==> config.mk <==
export PLATFORM = sky130hd
export DESIGN_NAME = muldiv_seq_flat
export DESIGN_NICKNAME = d
export VERILOG_FILES = /design/src/rtl/muldiv_seq_if.sv /design/src/rtl/muldiv_seq.sv /design/src/flat_wrapper.sv
export SDC_FILE = /design/constraint.sdc
export NUM_CORES = 1
export LEC_CHECK = 0
export CORE_MARGIN = 1.5
export CORE_UTILIZATION = 50
export CTS_CLUSTER_DIAMETER = 50
export CTS_CLUSTER_SIZE = 10
export DETAILED_ROUTE_END_ITERATION = 8
export PLACE_DENSITY_LB_ADDON = 0.12
export SYNTH_ARGS = -nofsm -noshare
export SYNTH_HDL_FRONTEND = slang
export SYNTH_SLANG_ARGS = --single-unit
==> constraint.sdc <==
create_clock -name clk -period 5.87 [get_ports clk]
set_clock_uncertainty 0.1 [all_clocks]
set_input_delay 0.8805 -clock clk [delete_from_list [all_inputs] [get_ports clk]]
set_output_delay 0.8805 -clock clk [all_outputs]
set_load 0.01 [all_outputs]
==> src/rtl/muldiv_seq_if.sv <==
// Request/response bundle between the EX stage and the iterative mul/div unit.
// Latency: none (wiring only).
// Backpressure: none; the issuing stage stalls on busy.
interface muldiv_seq_if #(
  parameter int WIDTH = 32
);
  logic               start;
  logic               kill;
  logic [2:0]         op;
  logic [WIDTH-1:0]   data0;
  logic [WIDTH-1:0]   data1;
  logic               busy;
  logic               done;
  logic [WIDTH-1:0]   result;
  logic [2*WIDTH-1:0] mul_res;

  // Issuing side: EX stage / pipeline control.
  modport master (
    output start, kill, op, data0, data1,
    input  busy, done, result, mul_res
  );

  // Execution side: the sequencer itself.
  modport slave (
    input  start, kill, op, data0, data1,
    output busy, done, result, mul_res
  );
endinterface

==> src/rtl/muldiv_seq.sv <==
// Iterative RV32M mul/div: radix-2 shift-add multiply, restoring divide, sign fix-up.
// Latency: WIDTH+2 cycles from accepted start to done; with MULDIV_EARLY_OUT_EN, trivial ops finish in 1.
// Backpressure: none; starts are only sampled in IDLE, the EX stage stalls while busy is high.
module muldiv_seq #(
  parameter int WIDTH = 32
) (
  input logic          clk,
  input logic          reset_n,
  muldiv_seq_if.slave  bus
);
  localparam int CW = $clog2(WIDTH);

  typedef enum logic [1:0] {IDLE, CALC, FIX, DONE} state_t;

  state_t             state, state_nxt;
  logic [CW-1:0]      cnt;
  logic [2:0]         op_q;
  logic [WIDTH-1:0]   opnd;      // multiplicand magnitude (mul) or divisor magnitude (div)
  logic [2*WIDTH-1:0] acc;       // mul: {partial, multiplier}; div: {remainder, dividend/quotient}
  logic               neg_res;   // operand signs differ: negate product / quotient
  logic               neg_rem;   // dividend negative: negate remainder
  logic               div_zero;
  logic [WIDTH-1:0]   result_q;
  logic [2*WIDTH-1:0] mul_res_q;

  // Operand decode: which operands are interpreted as signed for this op.
  logic             is_div, sgn0, sgn1, accept;
  logic [WIDTH-1:0] mag0, mag1;
  assign is_div = bus.op[2];
  assign sgn0   = bus.data0[WIDTH-1] && (bus.op != 3'b011) && (bus.op != 3'b101) && (bus.op != 3'b111);
  assign sgn1   = bus.data1[WIDTH-1] && (bus.op == 3'b000 || bus.op == 3'b001 ||
                                         bus.op == 3'b100 || bus.op == 3'b110);
  assign mag0   = sgn0 ? -bus.data0 : bus.data0;
  assign mag1   = sgn1 ? -bus.data1 : bus.data1;
  assign accept = (state == IDLE) && bus.start && !bus.kill;

  // Trivial ops whose answer is known at issue time.
  logic             early;
  logic [WIDTH-1:0] early_result;
`ifdef MULDIV_EARLY_OUT_EN
  logic div0_in, ovf_in;
  assign div0_in      = (bus.data1 == '0);
  assign ovf_in       = (bus.op == 3'b100 || bus.op == 3'b110) &&
                        (bus.data0 == {1'b1, {(WIDTH-1){1'b0}}}) && (bus.data1 == '1);
  assign early        = is_div ? (div0_in || ovf_in) : (bus.data0 == '0 || bus.data1 == '0);
  assign early_result = !is_div ? '0 :
                        ovf_in  ? (bus.op[1] ? '0 : {1'b1, {(WIDTH-1){1'b0}}}) :
                                  (bus.op[1] ? bus.data0 : '1);
`else
  assign early        = 1'b0;
  assign early_result = '0;
`endif

  // One iteration step: add-and-shift for multiply, trial-subtract for divide.
  logic [WIDTH:0]     mul_sum, div_shift, div_trial;
  logic [2*WIDTH-1:0] calc_nxt;
  assign mul_sum   = {1'b0, acc[2*WIDTH-1:WIDTH]} + {1'b0, opnd};
  assign div_shift = {acc[2*WIDTH-1:WIDTH], acc[WIDTH-1]};
  assign div_trial = div_shift - {1'b0, opnd};
  assign calc_nxt  = !op_q[2] ? (acc[0] ? {mul_sum, acc[WIDTH-1:1]} : {1'b0, acc[2*WIDTH-1:1]}) :
                     (!div_trial[WIDTH] ? {div_trial[WIDTH-1:0], acc[WIDTH-2:0], 1'b1}
                                        : {div_shift[WIDTH-1:0], acc[WIDTH-2:0], 1'b0});

  // Sign fix-up and result selection; divide by zero forces an all-ones quotient.
  logic [2*WIDTH-1:0] prod, fix_mul;
  logic [WIDTH-1:0]   quo, rem, fix_result;
  assign prod       = neg_res ? -acc : acc;
  assign quo        = div_zero ? '1 : (neg_res ? -acc[WIDTH-1:0] : acc[WIDTH-1:0]);
  assign rem        = neg_rem ? -acc[2*WIDTH-1:WIDTH] : acc[2*WIDTH-1:WIDTH];
  assign fix_result = op_q[2] ? (op_q[1] ? rem : quo)
                              : ((op_q == 3'b000) ? prod[WIDTH-1:0] : prod[2*WIDTH-1:WIDTH]);
  assign fix_mul    = op_q[2] ? '0 : prod;

  // State register.
  always_ff @(posedge clk or negedge reset_n) begin
    if (!reset_n) state <= IDLE;
    else          state <= state_nxt;
  end

  // Next-state logic; kill returns any active op to IDLE.
  always_comb begin
    state_nxt = state;
    case (state)
      IDLE: if (accept) state_nxt = early ? DONE : CALC;
      CALC: if (bus.kill) state_nxt = IDLE;
            else if (cnt == '0) state_nxt = FIX;
      FIX:  state_nxt = bus.kill ? IDLE : DONE;
      DONE: state_nxt = IDLE;
      default: state_nxt = IDLE;
    endcase
  end

  // Datapath: latch magnitudes at issue, iterate in CALC, publish results out of FIX.
  always_ff @(posedge clk or negedge reset_n) begin
    if (!reset_n) begin
      cnt       <= '0;
      op_q      <= '0;
      opnd      <= '0;
      acc       <= '0;
      neg_res   <= 1'b0;
      neg_rem   <= 1'b0;
      div_zero  <= 1'b0;
      result_q  <= '0;
      mul_res_q <= '0;
    end else if (accept) begin
      op_q     <= bus.op;
      opnd     <= is_div ? mag1 : mag0;
      acc      <= {{WIDTH{1'b0}}, (is_div ? mag0 : mag1)};
      neg_res  <= sgn0 ^ sgn1;
      neg_rem  <= sgn0;
      div_zero <= (bus.data1 == '0);
      cnt      <= CW'(WIDTH - 1);
      if (early) begin
        result_q  <= early_result;
        mul_res_q <= '0;
      end
    end else if (state == CALC) begin
      acc <= calc_nxt;
      cnt <= cnt - CW'(1);
    end else if (state == FIX && !bus.kill) begin
      result_q  <= fix_result;
      mul_res_q <= fix_mul;
    end
  end

  assign bus.busy    = (state != IDLE);
  assign bus.done    = (state == DONE);
  assign bus.result  = result_q;
  assign bus.mul_res = mul_res_q;
endmodule

==> src/flat_wrapper.sv <==
// flat-port wrapper written by rule: the top's interface ports become plain ports
module muldiv_seq_flat 
#(
  parameter int WIDTH = 32
)
  (clk, reset_n, bus_start, bus_kill, bus_op, bus_data0, bus_data1, bus_busy, bus_done, bus_result, bus_mul_res);
  muldiv_seq_if #(.WIDTH(WIDTH)) bus_i ();
  input logic clk;
  input logic reset_n;
  input wire logic [$bits(bus_i.start)-1:0] bus_start;
  input wire logic [$bits(bus_i.kill)-1:0] bus_kill;
  input wire logic [$bits(bus_i.op)-1:0] bus_op;
  input wire logic [$bits(bus_i.data0)-1:0] bus_data0;
  input wire logic [$bits(bus_i.data1)-1:0] bus_data1;
  output wire logic [$bits(bus_i.busy)-1:0] bus_busy;
  output wire logic [$bits(bus_i.done)-1:0] bus_done;
  output wire logic [$bits(bus_i.result)-1:0] bus_result;
  output wire logic [$bits(bus_i.mul_res)-1:0] bus_mul_res;
  assign bus_i.start = bus_start;
  assign bus_i.kill = bus_kill;
  assign bus_i.op = bus_op;
  assign bus_i.data0 = bus_data0;
  assign bus_i.data1 = bus_data1;
  assign bus_busy = bus_i.busy;
  assign bus_done = bus_i.done;
  assign bus_result = bus_i.result;
  assign bus_mul_res = bus_i.mul_res;
  muldiv_seq #(.WIDTH(WIDTH)) u_core (.clk(clk), .reset_n(reset_n), .bus(bus_i));
endmodule
==> results.tsv <==
stage	metric	value	unit
route	drt pass-1 iters	6	
route	Routed Antenna Nets	0	
job	Max-Cap Viols	0	
sta	Hold Fails Final Rpt	0	
floorplan	Core Area	33360	µm²
critical_path	critical path required time	6210	ps
logic_synthesis	area fraction in compound gates after synthesis	0.2519	
cells_and_area	fraction of layout instances using a drive strength above 1	0.05082	
placement	DP Cell Count	2609	
sta	Final Setup Violations	0	
critical_path	CP cell instances	inv_1, fa_1, nand2b_1, a21oi_1, o211ai_1, a21o_1, a21oi_1, a41o_1, xor2_4, buf_4, mux2i_1, a211oi_1, a31o_2	
cells_and_area	ant diodes	0	
logic_synthesis	Adder-Cell Fraction of Synth Area	0.05427	
critical_path	worst setup path class	reg -> reg	
critical_path	CP bufs+invs	2	
logic_synthesis	most common library cells after synthesis	nand2_1, o21ai_0, dfrtp_1	
logic_synthesis	async set-reset flop share out of synthesis	1.000	
logic_synthesis	largest family of logic cells by synthesized area	compound AO/OA/AOI/OAI gates	
clock_tree	clk slew on worst S/H paths	60	ps
logic_synthesis	Avg Inst Size Synth	7.957	µm²
global_routing	first-pass GRT wire length	92400	µm
global_routing	GRT Total Usage	0.3402	
min_path	Worst Hold Class	in -> async	
status	status	finished, final reports clean	
route	Vias/cell	6.313	
clock_tree	CTS Hold Bufs	0	
cells_and_area	Layout Cells excl Fill	2652	
critical_path	FF-to-FF End	u_core.acc[41]	
logic_synthesis	xor and xnor fraction of the mapped netlist area	0.1074	
clock_tree	clock sinks	205	
logic_synthesis	post-synthesis sequential area ratio	0.3040	
placement	Final Wtd Congestion	1.010	
floorplan	total die area	34860	µm²
clock_tree	postcts setup bufs	0	
power	Max VDD drop	0.0003074	V
cells_and_area	Design Area, Final	19650	µm²
logic_synthesis	Area contributors post-synth	dfrtp_1, o21ai_0, xor2_1	
global_routing	initial antenna violation count	0	
floorplan	num ports	169	
logic_synthesis	Yosys top cell area share	0.3040	
critical_path	CP arrival	4710	ps
critical_path	Max FO, Critical Path	33	
placement	worst slack, placed	1333	ps
sta	Tightest Pin Transition	1012	ps
logic_synthesis	Yosys Warn Count	0	
logic_synthesis	Synth Cell Area	16880	µm²
logic_synthesis	Synth cell types	75	
global_routing	Overflow after GRT	0	
logic_synthesis	proportion of synthesized area in mux cells	0.04834	
global_routing	largest net degree at the start of global routing	108	
sta	Tcrit/Tclk final	0.7445	
critical_path	r2r startpoint	u_core.acc[32]	
critical_path	crit path capture type	flip-flop	
clock_tree	worst skew pair latency	570	ps
sta	Pins Over Slew Limit	0	
sta	Rel. slew slack	0.3251	
logic_synthesis	Post-synth EDFFs	0	
logic_synthesis	Mapped Cells	2121	
critical_path	slowest CP cell	buf_4	
route	WL per Instance	22.88	µm
cells_and_area	Final nets	2334	
sta	TNS Setup	0	ps
floorplan	Initial Util	0.5058	
power	Leak Pwr	8.278	nW
placement	input/output buffers	168	
critical_path	nature of the critical path startpoint	flip-flop	
logic_synthesis	flops & latches, synth	205	
critical_path	FF-to-FF setup slack	1500	ps
global_routing	vias in the first global route	15471	
clock_tree	H-tree levels	1	
clock_tree	CTS-repair resized insts	0	
cells_and_area	Final Util	0.5889	
logic_synthesis	Post-Synth Simple-Gate Area	0.1855	
sta	Fmax achieved	0.2288	GHz
critical_path	most frequent CP cell	a21oi_1	
route	DRC violations left	0	
route	1st-iter DRT viols	1471	
logic_synthesis	Post-Syn Nets	2264	
clock_tree	clock buffer depth	3	
route	Post-Route WL	60690	µm
floorplan	die height	186.7	µm
clock_tree	TritonCTS clock tree	yes	
sta	Final min period	4370	ps
floorplan	Row Count	67	
critical_path	Worst path top cell family by delay	compound AO/OA/AOI/OAI gates	
floorplan	Die X	186.7	µm
clock_tree	CTS root buf	clkbuf_16	
clock_tree	TritonCTS Buffers	28	
critical_path	Worst path max stage delay	490	ps
sta	final hold slack	292.0	ps
placement	Post-DP Area	18760	µm²
power	PwrDens	479.9	nW/µm²
route	vias post-DR	16742	
power	Power, Total	9.430	mW
logic_synthesis	leading area contributor after synthesis	dfrtp_1	
placement	hpwl dp	46440	µm
cells_and_area	Area Overhead vs Synth	16.43	%
logic_synthesis	top-count cell post-synth	nand2_1	
sta	Setup WS post-layout	1500	ps
critical_path	Worst R2R Path Depth	13	
sta	RSZ-0062 raised after global routing	false	
logic_synthesis	top_reg_cell synth	dfrtp_1	
-- routing by layer --
layer	vias up	wire, µm	global-route usage
li1	7804	-	-
met4	0	3544	0.1870
met2	791	26580	0.5207
met5	-	0	0
met3	146	4577	0.04608
met1	8001	25990	0.4661
-- where the power goes --
| group | total (mW) | internal, mW | leakage, nW | switching, mW |
|---|---|---|---|---|
| Clock | 1.64 | 0.994 | 0.432 | 0.646 |
| Sequential | 2.39 | 1.68 | 2.66 | 0.713 |
| Combinational | 5.40 | 2.09 | 5.18 | 3.30 |
-- layout by cell type (no fill, tap or decap), types with 8 or more instances in the layout --
cell type        synthesis  routed
ha_1                    70      70
o21bai_1                 8       8
nand2_1                297     296
nor2_1                 133     133
a211oi_1                26      26
o221ai_1                39      39
o31ai_1                 28      28
inv_1                   57      57
xor2_1                 134     133
o21ai_0                243     243
a21oi_1                143     143
nand3_1                 51      51
o41ai_1                 15      15
a21o_1                  35      35
a221oi_1                19      19
nor2b_1                 19      19
or2_2                    9       9
clkbuf_16                0      28
a22o_1                  12      12
nor4_1                  20      20
nand4_1                 16      16
o21a_1                   8       8
a31oi_1                 14      14
xnor2_1                 73      73
nor3_1                  33      33
nand2b_1                20      19
or3_1                   15      15
clkdlybuf4s50_1          0     166
or4_1                   15      15
o211ai_1                25      25
mux2i_1                 77      77
dfrtp_1                205     203
buf_4                    0      25
-- flip-flops by register name, indices dropped and copies added (netlist names) --
register / count
u_core.neg_res: 1
u_core.neg_rem: 1
u_core.state: 2
u_core.cnt: 5
u_core.acc: 64
u_core.bus.result: 32
u_core.opnd: 32
u_core.op_q: 3
u_core.bus.mul_res: 64
u_core.div_zero: 1
-- worst max path at each step --
stage / start / end / slack (ps) / cells after the start
global placement: bus_data1[0] / u_core.acc[30] / 1430 / 13
finish: u_core.acc[32] / u_core.acc[41] / 1500 / 13
CTS: u_core.acc[32] / u_core.acc[41] / 1560 / 13
detailed placement: bus_data1[0] / u_core.acc[30] / 1330 / 13
floorplan: u_core.acc[31] / u_core.acc[57] / 2290 / 14
global route: u_core.acc[32] / u_core.acc[41] / 1210 / 13
-- kinds of logic (layout without fill, tap and decap cells) --
group / count (synthesis) / count (layout)
flops: 205 / 205
compound gates: 673 / 673
simple gates: 670 / 670
fa+ha+maj: 72 / 72
mux: 81 / 81
buf+inv: 213 / 296
xor+xnor: 207 / 207
-- cell type report --
class / count / area, µm²
Fill cell: 3142 / 13720
Clock buffer: 35 / 757.0
Multi-Input combinational cell: 1703 / 10960
Sequential cell: 205 / 5132
Timing Repair Buffer: 194 / 1888
Clock inverter: 8 / 130.1
Inverter: 59 / 221.5
Tap cell: 448 / 560.5
Note: power is estimated with default switching activity, not from simulation.
